File: config.mk
export PLATFORM = sky130hd
export DESIGN_NAME = beep_scheduler
export DESIGN_NICKNAME = d
export VERILOG_FILES = /design/src/rtl/beep_pkg.sv /design/src/rtl/btn_debounce.sv /design/src/rtl/beep_scheduler.sv
export SDC_FILE = /design/constraint.sdc
export NUM_CORES = 1
export LEC_CHECK = 0
export ABC_AREA = 1
export BUFFER_PORTS_ARGS = -buffer_cell sky130_fd_sc_hd__buf_4
export CELL_PAD_IN_SITES_DETAIL_PLACEMENT = 2
export CELL_PAD_IN_SITES_GLOBAL_PLACEMENT = 2
export CORE_MARGIN = 10
export CORE_UTILIZATION = 34
export CTS_CLUSTER_DIAMETER = 60
export DETAILED_ROUTE_END_ITERATION = 8
export GPL_TIMING_DRIVEN = 0
export PLACE_DENSITY = 0.84
export REMOVE_ABC_BUFFERS = 1
export SLEW_MARGIN = 40
export SYNTH_ARGS = -nofsm -noshare
export SYNTH_HDL_FRONTEND = slang
export SYNTH_SLANG_ARGS = --single-unit
File: constraint.sdc
create_clock -name clock -period 1.95 [get_ports clock]
set_input_delay 0.2925 -clock clock [delete_from_list [all_inputs] [get_ports clock]]
set_output_delay 0.2925 -clock clock [all_outputs]
set_load 0.05 [all_outputs]
File: src/rtl/beep_pkg.sv
// Shared definitions for the beep scheduler slice.
//   state_t       : sequencer states (IDLE, ON, OFF, DONE)
//   REQ_BTN/HOST  : requester ids reported on grant_id
//   DEF_*         : default timing for a 2 MHz clock
//   cnt_width     : counter width able to hold 0..n-1 (minimum 1 bit)
//   at_least_one  : coerces a zero phase length to one tick
package beep_pkg;

  typedef enum logic [1:0] {
    IDLE = 2'd0,
    ON   = 2'd1,
    OFF  = 2'd2,
    DONE = 2'd3
  } state_t;

  localparam logic REQ_BTN  = 1'b0;
  localparam logic REQ_HOST = 1'b1;

  localparam int DEF_TICK_DIV        = 20000;
  localparam int DEF_DEBOUNCE_CYCLES = 20000;

  function automatic int cnt_width(input int n);
    return (n > 1) ? $clog2(n) : 1;
  endfunction

  function automatic logic [7:0] at_least_one(input logic [7:0] v);
    return (v == 8'd0) ? 8'd1 : v;
  endfunction

endpackage

File: src/rtl/btn_debounce.sv
// Button conditioning: 2-flop synchronizer, stability counter, and a
// one-cycle pulse on every debounced rising edge.
// Ports:
//   clock, reset : 2 MHz clock, synchronous active-high reset
//   btn_raw      : asynchronous physical button
//   rise         : one-cycle pulse when the debounced level goes 0 -> 1
module btn_debounce
  import beep_pkg::*;
#(
  parameter int DEBOUNCE_CYCLES = DEF_DEBOUNCE_CYCLES
) (
  input  logic clock,
  input  logic reset,
  input  logic btn_raw,
  output logic rise
);

  localparam int CW = cnt_width(DEBOUNCE_CYCLES);
  localparam logic [CW-1:0] CNT_LAST = CW'(DEBOUNCE_CYCLES - 1);

  logic          sync1;
  logic          sync2;
  logic          level;
  logic [CW-1:0] cnt;

  // cnt counts consecutive synchronized samples that differ from the
  // debounced level; the level flips on the DEBOUNCE_CYCLES-th such sample.
  always_ff @(posedge clock) begin
    if (reset) begin
      sync1 <= 1'b0;
      sync2 <= 1'b0;
      level <= 1'b0;
      cnt   <= '0;
      rise  <= 1'b0;
    end else begin
      sync1 <= btn_raw;
      sync2 <= sync1;
      rise  <= 1'b0;
      if (sync2 == level) begin
        cnt <= '0;
      end else if (cnt == CNT_LAST) begin
        level <= sync2;
        cnt   <= '0;
        rise  <= sync2;
      end else begin
        cnt <= cnt + 1'b1;
      end
    end
  end

endmodule

File: src/rtl/beep_scheduler.sv
// Owns the beepboop btn line: arbitrates between the debounced button and
// the host command port, plays each granted request as count on/off pulses
// timed in ticks of TICK_DIV cycles, and pulses done at the end.
// Ports:
//   clock, reset        : 2 MHz clock, synchronous active-high reset
//   btn_raw             : asynchronous physical button
//   host_valid/ready    : host request handshake
//   host_count/on/off   : pulse count, on ticks, off ticks
//   btn_out             : drives beepboop btn
//   busy                : high in any state except IDLE
//   grant_id            : owner of current or last sequence (0 btn, 1 host)
//   done                : one-cycle pulse in the DONE state
//   state_dbg           : current FSM state (state_t encoding)
//
// Host handshake: a request transfers on a cycle where host_valid and
// host_ready are both high. host_ready is combinational and never depends
// on a handshake completing; the host holds host_valid and all fields stable
// until it sees host_ready, and may drop or change them the cycle after.
module beep_scheduler
  import beep_pkg::*;
#(
  parameter int TICK_DIV        = DEF_TICK_DIV,
  parameter int DEBOUNCE_CYCLES = DEF_DEBOUNCE_CYCLES,
  parameter int BTN_ON_TICKS    = 8,
  parameter int BTN_OFF_TICKS   = 8
) (
  input  logic       clock,
  input  logic       reset,
  input  logic       btn_raw,
  input  logic       host_valid,
  output logic       host_ready,
  input  logic [3:0] host_count,
  input  logic [7:0] host_on,
  input  logic [7:0] host_off,
  output logic       btn_out,
  output logic       busy,
  output logic       grant_id,
  output logic       done,
  output logic [1:0] state_dbg
);

  localparam int TW = cnt_width(TICK_DIV);
  localparam logic [TW-1:0] TICK_LAST = TW'(TICK_DIV - 1);
  localparam logic [7:0] BTN_ON_LEN  = at_least_one(8'(BTN_ON_TICKS));
  localparam logic [7:0] BTN_OFF_LEN = at_least_one(8'(BTN_OFF_TICKS));

  state_t        state;
  logic [TW-1:0] tick_cnt;
  logic [7:0]    phase_ticks;
  logic [3:0]    remaining;
  logic [7:0]    on_len;
  logic [7:0]    off_len;
  logic          last_grant;
  logic          btn_pending;
  logic          btn_rise;
  logic          grant_btn;
  logic          tick_wrap;
  logic          on_end;
  logic          off_end;
  logic [3:0]    grant_count;

  btn_debounce #(
    .DEBOUNCE_CYCLES(DEBOUNCE_CYCLES)
  ) u_debounce (
    .clock  (clock),
    .reset  (reset),
    .btn_raw(btn_raw),
    .rise   (btn_rise)
  );

  // Round-robin: the host loses a tie only when it held the last grant.
  assign host_ready  = (state == IDLE) && host_valid &&
                       (!btn_pending || last_grant == REQ_BTN);
  assign grant_btn   = (state == IDLE) && btn_pending && !host_ready;
  assign grant_count = host_ready ? host_count : 4'd1;

  // A phase of N ticks ends on the last cycle of its (N-1)-th tick.
  assign tick_wrap = (tick_cnt == TICK_LAST);
  assign on_end    = tick_wrap && (phase_ticks == on_len - 8'd1);
  assign off_end   = tick_wrap && (phase_ticks == off_len - 8'd1);
  assign state_dbg = state;

  always_ff @(posedge clock) begin
    if (reset) begin
      state       <= IDLE;
      tick_cnt    <= '0;
      phase_ticks <= '0;
      remaining   <= '0;
      on_len      <= '0;
      off_len     <= '0;
      last_grant  <= REQ_HOST;
      btn_pending <= 1'b0;
      btn_out     <= 1'b0;
      busy        <= 1'b0;
      grant_id    <= REQ_BTN;
      done        <= 1'b0;
    end else begin
      done        <= 1'b0;
      tick_cnt    <= tick_wrap ? '0 : tick_cnt + 1'b1;
      phase_ticks <= tick_wrap ? phase_ticks + 8'd1 : phase_ticks;
      // Edges arriving while already pending are absorbed; a grant in the
      // same cycle clears it below and wins.
      if (btn_rise) btn_pending <= 1'b1;

      case (state)
        IDLE: begin
          if (host_ready || grant_btn) begin
            tick_cnt    <= '0;
            phase_ticks <= '0;
            grant_id    <= host_ready ? REQ_HOST : REQ_BTN;
            last_grant  <= host_ready ? REQ_HOST : REQ_BTN;
            remaining   <= grant_count;
            on_len      <= host_ready ? at_least_one(host_on)  : BTN_ON_LEN;
            off_len     <= host_ready ? at_least_one(host_off) : BTN_OFF_LEN;
            if (grant_btn) btn_pending <= 1'b0;
            busy        <= 1'b1;
            if (grant_count == 4'd0) begin
              state <= DONE;
              done  <= 1'b1;
            end else begin
              state   <= ON;
              btn_out <= 1'b1;
            end
          end
        end
        ON: begin
          if (on_end) begin
            tick_cnt    <= '0;
            phase_ticks <= '0;
            state       <= OFF;
            btn_out     <= 1'b0;
          end
        end
        OFF: begin
          if (off_end) begin
            tick_cnt    <= '0;
            phase_ticks <= '0;
            remaining   <= remaining - 4'd1;
            if (remaining != 4'd1) begin
              state   <= ON;
              btn_out <= 1'b1;
            end else begin
              state <= DONE;
              done  <= 1'b1;
            end
          end
        end
        DONE: begin
          tick_cnt    <= '0;
          phase_ticks <= '0;
          state       <= IDLE;
          busy        <= 1'b0;
        end
        default: begin
          state   <= IDLE;
          busy    <= 1'b0;
          btn_out <= 1'b0;
        end
      endcase
    end
  end

endmodule
==> flow_metrics.py <==
metrics = {
    "sta": {
        "setup_viol": 22,
        "period_minus_slack_ps": 2140,
        "grt_setup_unrepaired": "yes",
        "worst_slew_pin_slew_ps": 577,
        "final.setup.worst_slack_ps": -192,
        "fin_skew_ps": 6.20,
        "worst_slew_margin_rel_pct": 61.5,
        "hold_viol": 0,
        "period_share_pct": 110,
        "fmax_mhz": 467,
        "slew_violations": 0,
    },
    "clocking": {
        "cts_sinks": 70,
        "clk_path_buf_depth": 2,
        "cts.clk_slew.worst_paths_ps": 80,
        "clkLatencyLatePin_ps": 370,
        "htreeDepth": 3,
        "cts_tree": "built",
        "clockRootBuffer": "clkbuf_8",
        "holdBufCountCts": 0,
        "numCtsBuffers": 9,
    },
    "setup_path": {
        "cp-start-kind": "register",
        "crit_family": "simple AND/OR/NAND/NOR gates",
        "worst-path-max-fanout": 7,
        "rrSetupSlack_ps": -190,
        "crit_type": "reg2reg",
        "critPathArrivalTime_ps": 2410,
        "path_cells": "buf_4 -> nor2_1 -> nand2_2 -> inv_1 -> nand2_1 -> nand3_1 -> nand2_1 -> nor2_4 -> nand2_4 -> nand2_4 -> buf_12 -> nand4_1 -> nand2_1 -> nor2_2",
        "cp_num_buf_inv": 3,
        "crit_slowest_cell": "dfxtp_2",
        "slowest_delay_ps": 330,
        "crit_top_cell": "nand2_1",
        "required_ps": 2220,
        "worst_setup_path_end_kind": "register",
    },
    "routing": {
        "drt_iter0_drc": 176,
        "routedWlPerCell_um": 21.2,
        "firstDrtPassIters": 4,
        "vias": 3845,
        "drc_errors": 0,
        "viasPerCell": 5.25,
        "drt_wl_total_um": 15600,
        "antenna_left": 0,
    },
    "placed_design": {
        "io_buffers": 30,
        "preCtsSetupSlack_ps": -742,
        "dp_hpwl_um": 8350,
        "gp_congestion": 0.797,
    },
    "logic_synthesis": {
        "syn_area_um2": 3720,
        "ys.flop_type": "dfxtp_1",
        "synthArstFlopShare_pct": 0,
        "synthTopCellsByArea": "dfxtp_1 38%, nand2_1 13%, nor2_1 6.9%",
        "syn_area_per_cell_um2": 6.97,
        "ys_warn_count": 0,
        "synth_edf_count": 0,
        "synth_seq_area_share_pct": 37.7,
        "synth_top_area_share_pct": 37.7,
        "synth.distinct_cells": 36,
        "yosysTopAreaCell": "dfxtp_1",
        "synth_common_cells": "130 x nand2_1, 70 x dfxtp_1, 68 x nor2_1",
        "synth_seq_cells": 70,
        "synth.most_common_cell": "nand2_1",
        "syn_inst": 534,
    },
    "outcome": {
        "violations": "setup timing",
        "status": "complete, but fails checks",
    },
    "power": {
        "p_total_mw": 5.44,
        "ir_drop_uv": 721,
        "power_density_nw_per_um2": 1150,
        "combPwrFrac_pct": 44.0,
        "sw_frac_of_total_pct": 44.7,
        "p_int_mw": 3.01,
        "p_seq_share_pct": 32.2,
        "power.switching_mw": 2.43,
        "clkPwrFrac_pct": 23.8,
        "p_leak_nw": 1.95,
    },
    "grt": {
        "grt_max_degree": 31,
        "grt_antenna_before_repair": 0,
        "grt_usage_pct": 16.7,
        "grt_pass1_vias": 4235,
        "grt_pass1_wl_um": 21600,
        "grt-ovfl-total": 0,
    },
    "die": {
        "chipHeight_um": 125,
        "rows": 38,
        "die_x_um": 125,
        "core_area_um2": 10800,
        "io-pin-count": 31,
        "die_area_um2": 15500,
        "start_util_pct": 34.5,
    },
    "layout": {
        "syn_to_final_growth_pct": 27.5,
        "fin_nets": 619,
        "nFillCells": 1227,
        "drive_above_1_share_pct": 27.2,
        "n_antenna_cell": 0,
    },
    "job": {
        "maxCapViolCount": 0,
    },
    "hold_path": {
        "hp-class": "in2reg",
    },
}
-- worst reg2reg max path, delay by kind of cell (launching register included) --
kind	cells	cell delay [ps]
simple gates	11	1320
buf+inv	3	380
flops	1	330
-- timing repair --
item                                    in CTS  in global routing
resized for setup                           28                 55
endpoints found under the setup margin      44                 35
pin swaps                                   15                 13
setup buffers                               16                  6
-- per-layer routing --
metal	vias up	part of all wire, %	GRT usage [%]
met1	1916	41	18.7
met3	36	3.1	2.26
met2	79	53	31.1
met5	-	0	0
met4	0	2.7	6.37
li1	1814	-	-
-- area by class of cell --
| type | instances | area [µm²] | share of cell area [%] |
|---|---|---|---|
| clock buffers | 13 | 159 | 3.35 |
| clock inverters | 3 | 42.5 | 0.897 |
| inverters | 73 | 289 | 6.09 |
| multi-input cells | 382 | 2240 | 47.3 |
| flip-flops and latches | 70 | 1420 | 29.8 |
| well taps | 140 | 175 | 3.69 |
| repair buffers | 52 | 419 | 8.84 |
-- cells in the final DEF, fill, tap and decap left out, types with 7 or more instances in the layout --
cell type	instances
a21oi_1	26
buf_4	49
clkbuf_8	11
dfxtp_1	59
dfxtp_2	11
inv_1	56
inv_2	14
nand2_1	116
nand2_2	13
nand2_4	7
nand3_1	30
nand3_2	8
nand4_1	15
nor2_1	56
nor2_2	12
nor2_4	8
nor3_1	13
nor3b_1	9
o21ai_0	9
xnor2_1	11
xor2_1	15
-- through the flow --
step / hold slack, ps / area [µm²] / setup TNS [ps] / util, % / cells
2_1_floorplan: 359 / 3680 / -3670 / - / 525
3_3_place_gp: 393 / 4080 / -8570 / 37.8 / 695
3_5_place_dp: 407 / 4080 / -13470 / 37.8 / 695
4_1_cts: 136 / 4490 / 0 / 41.6 / 727
5_1_grt: 140 / 4740 / -3680 / 43.9 / 733
6_report: 130 / 4740 / -1730 / 43.9 / 733
-- logic make-up after synthesis --
group	count (synthesis)	share of synthesized area, %
buffers and inverters	82	8.54
xor gates and xnor gates	26	6.12
adders and majority gates	7	2.35
and+or+nand+nor	300	38.2
DFF	70	37.7
AOI/OAI and AO/OA	49	7.06
-- power by group through the flow --
stage	Combinational, mW	Clock [mW]	Sequential (mW)
floorplan	1.14	0	1.84
global placement	1.67	0	1.74
detailed placement	1.75	0	1.75
CTS	1.94	1.28	1.72
global route	2.60	1.37	1.77
finish	2.39	1.29	1.75
-- registers in the layout, summed over array words and instances, names as in the netlist, 2 cells and up --
signal	count
state_dbg	2
tick_cnt	15
u_debounce.cnt	15
remaining	4
off_len	8
phase_ticks	8
on_len	8
-- worst paths after layout --
check | from | endpoint | depth (start not counted)
worst max register to register | off_len[1]$_SDFFE_PP0P_ | btn_out$_SDFFE_PP0P_ | 14
worst max-delay path | off_len[1]$_SDFFE_PP0P_ | btn_out$_SDFFE_PP0P_ | 14
worst min-delay path | btn_raw | u_debounce.sync1$_SDFF_PP0_ | 3
worst min register to register | u_debounce.sync1$_SDFF_PP0_ | u_debounce.sync2$_SDFF_PP0_ | 2
No activity file was read; power rests on OpenSTA's default activity.
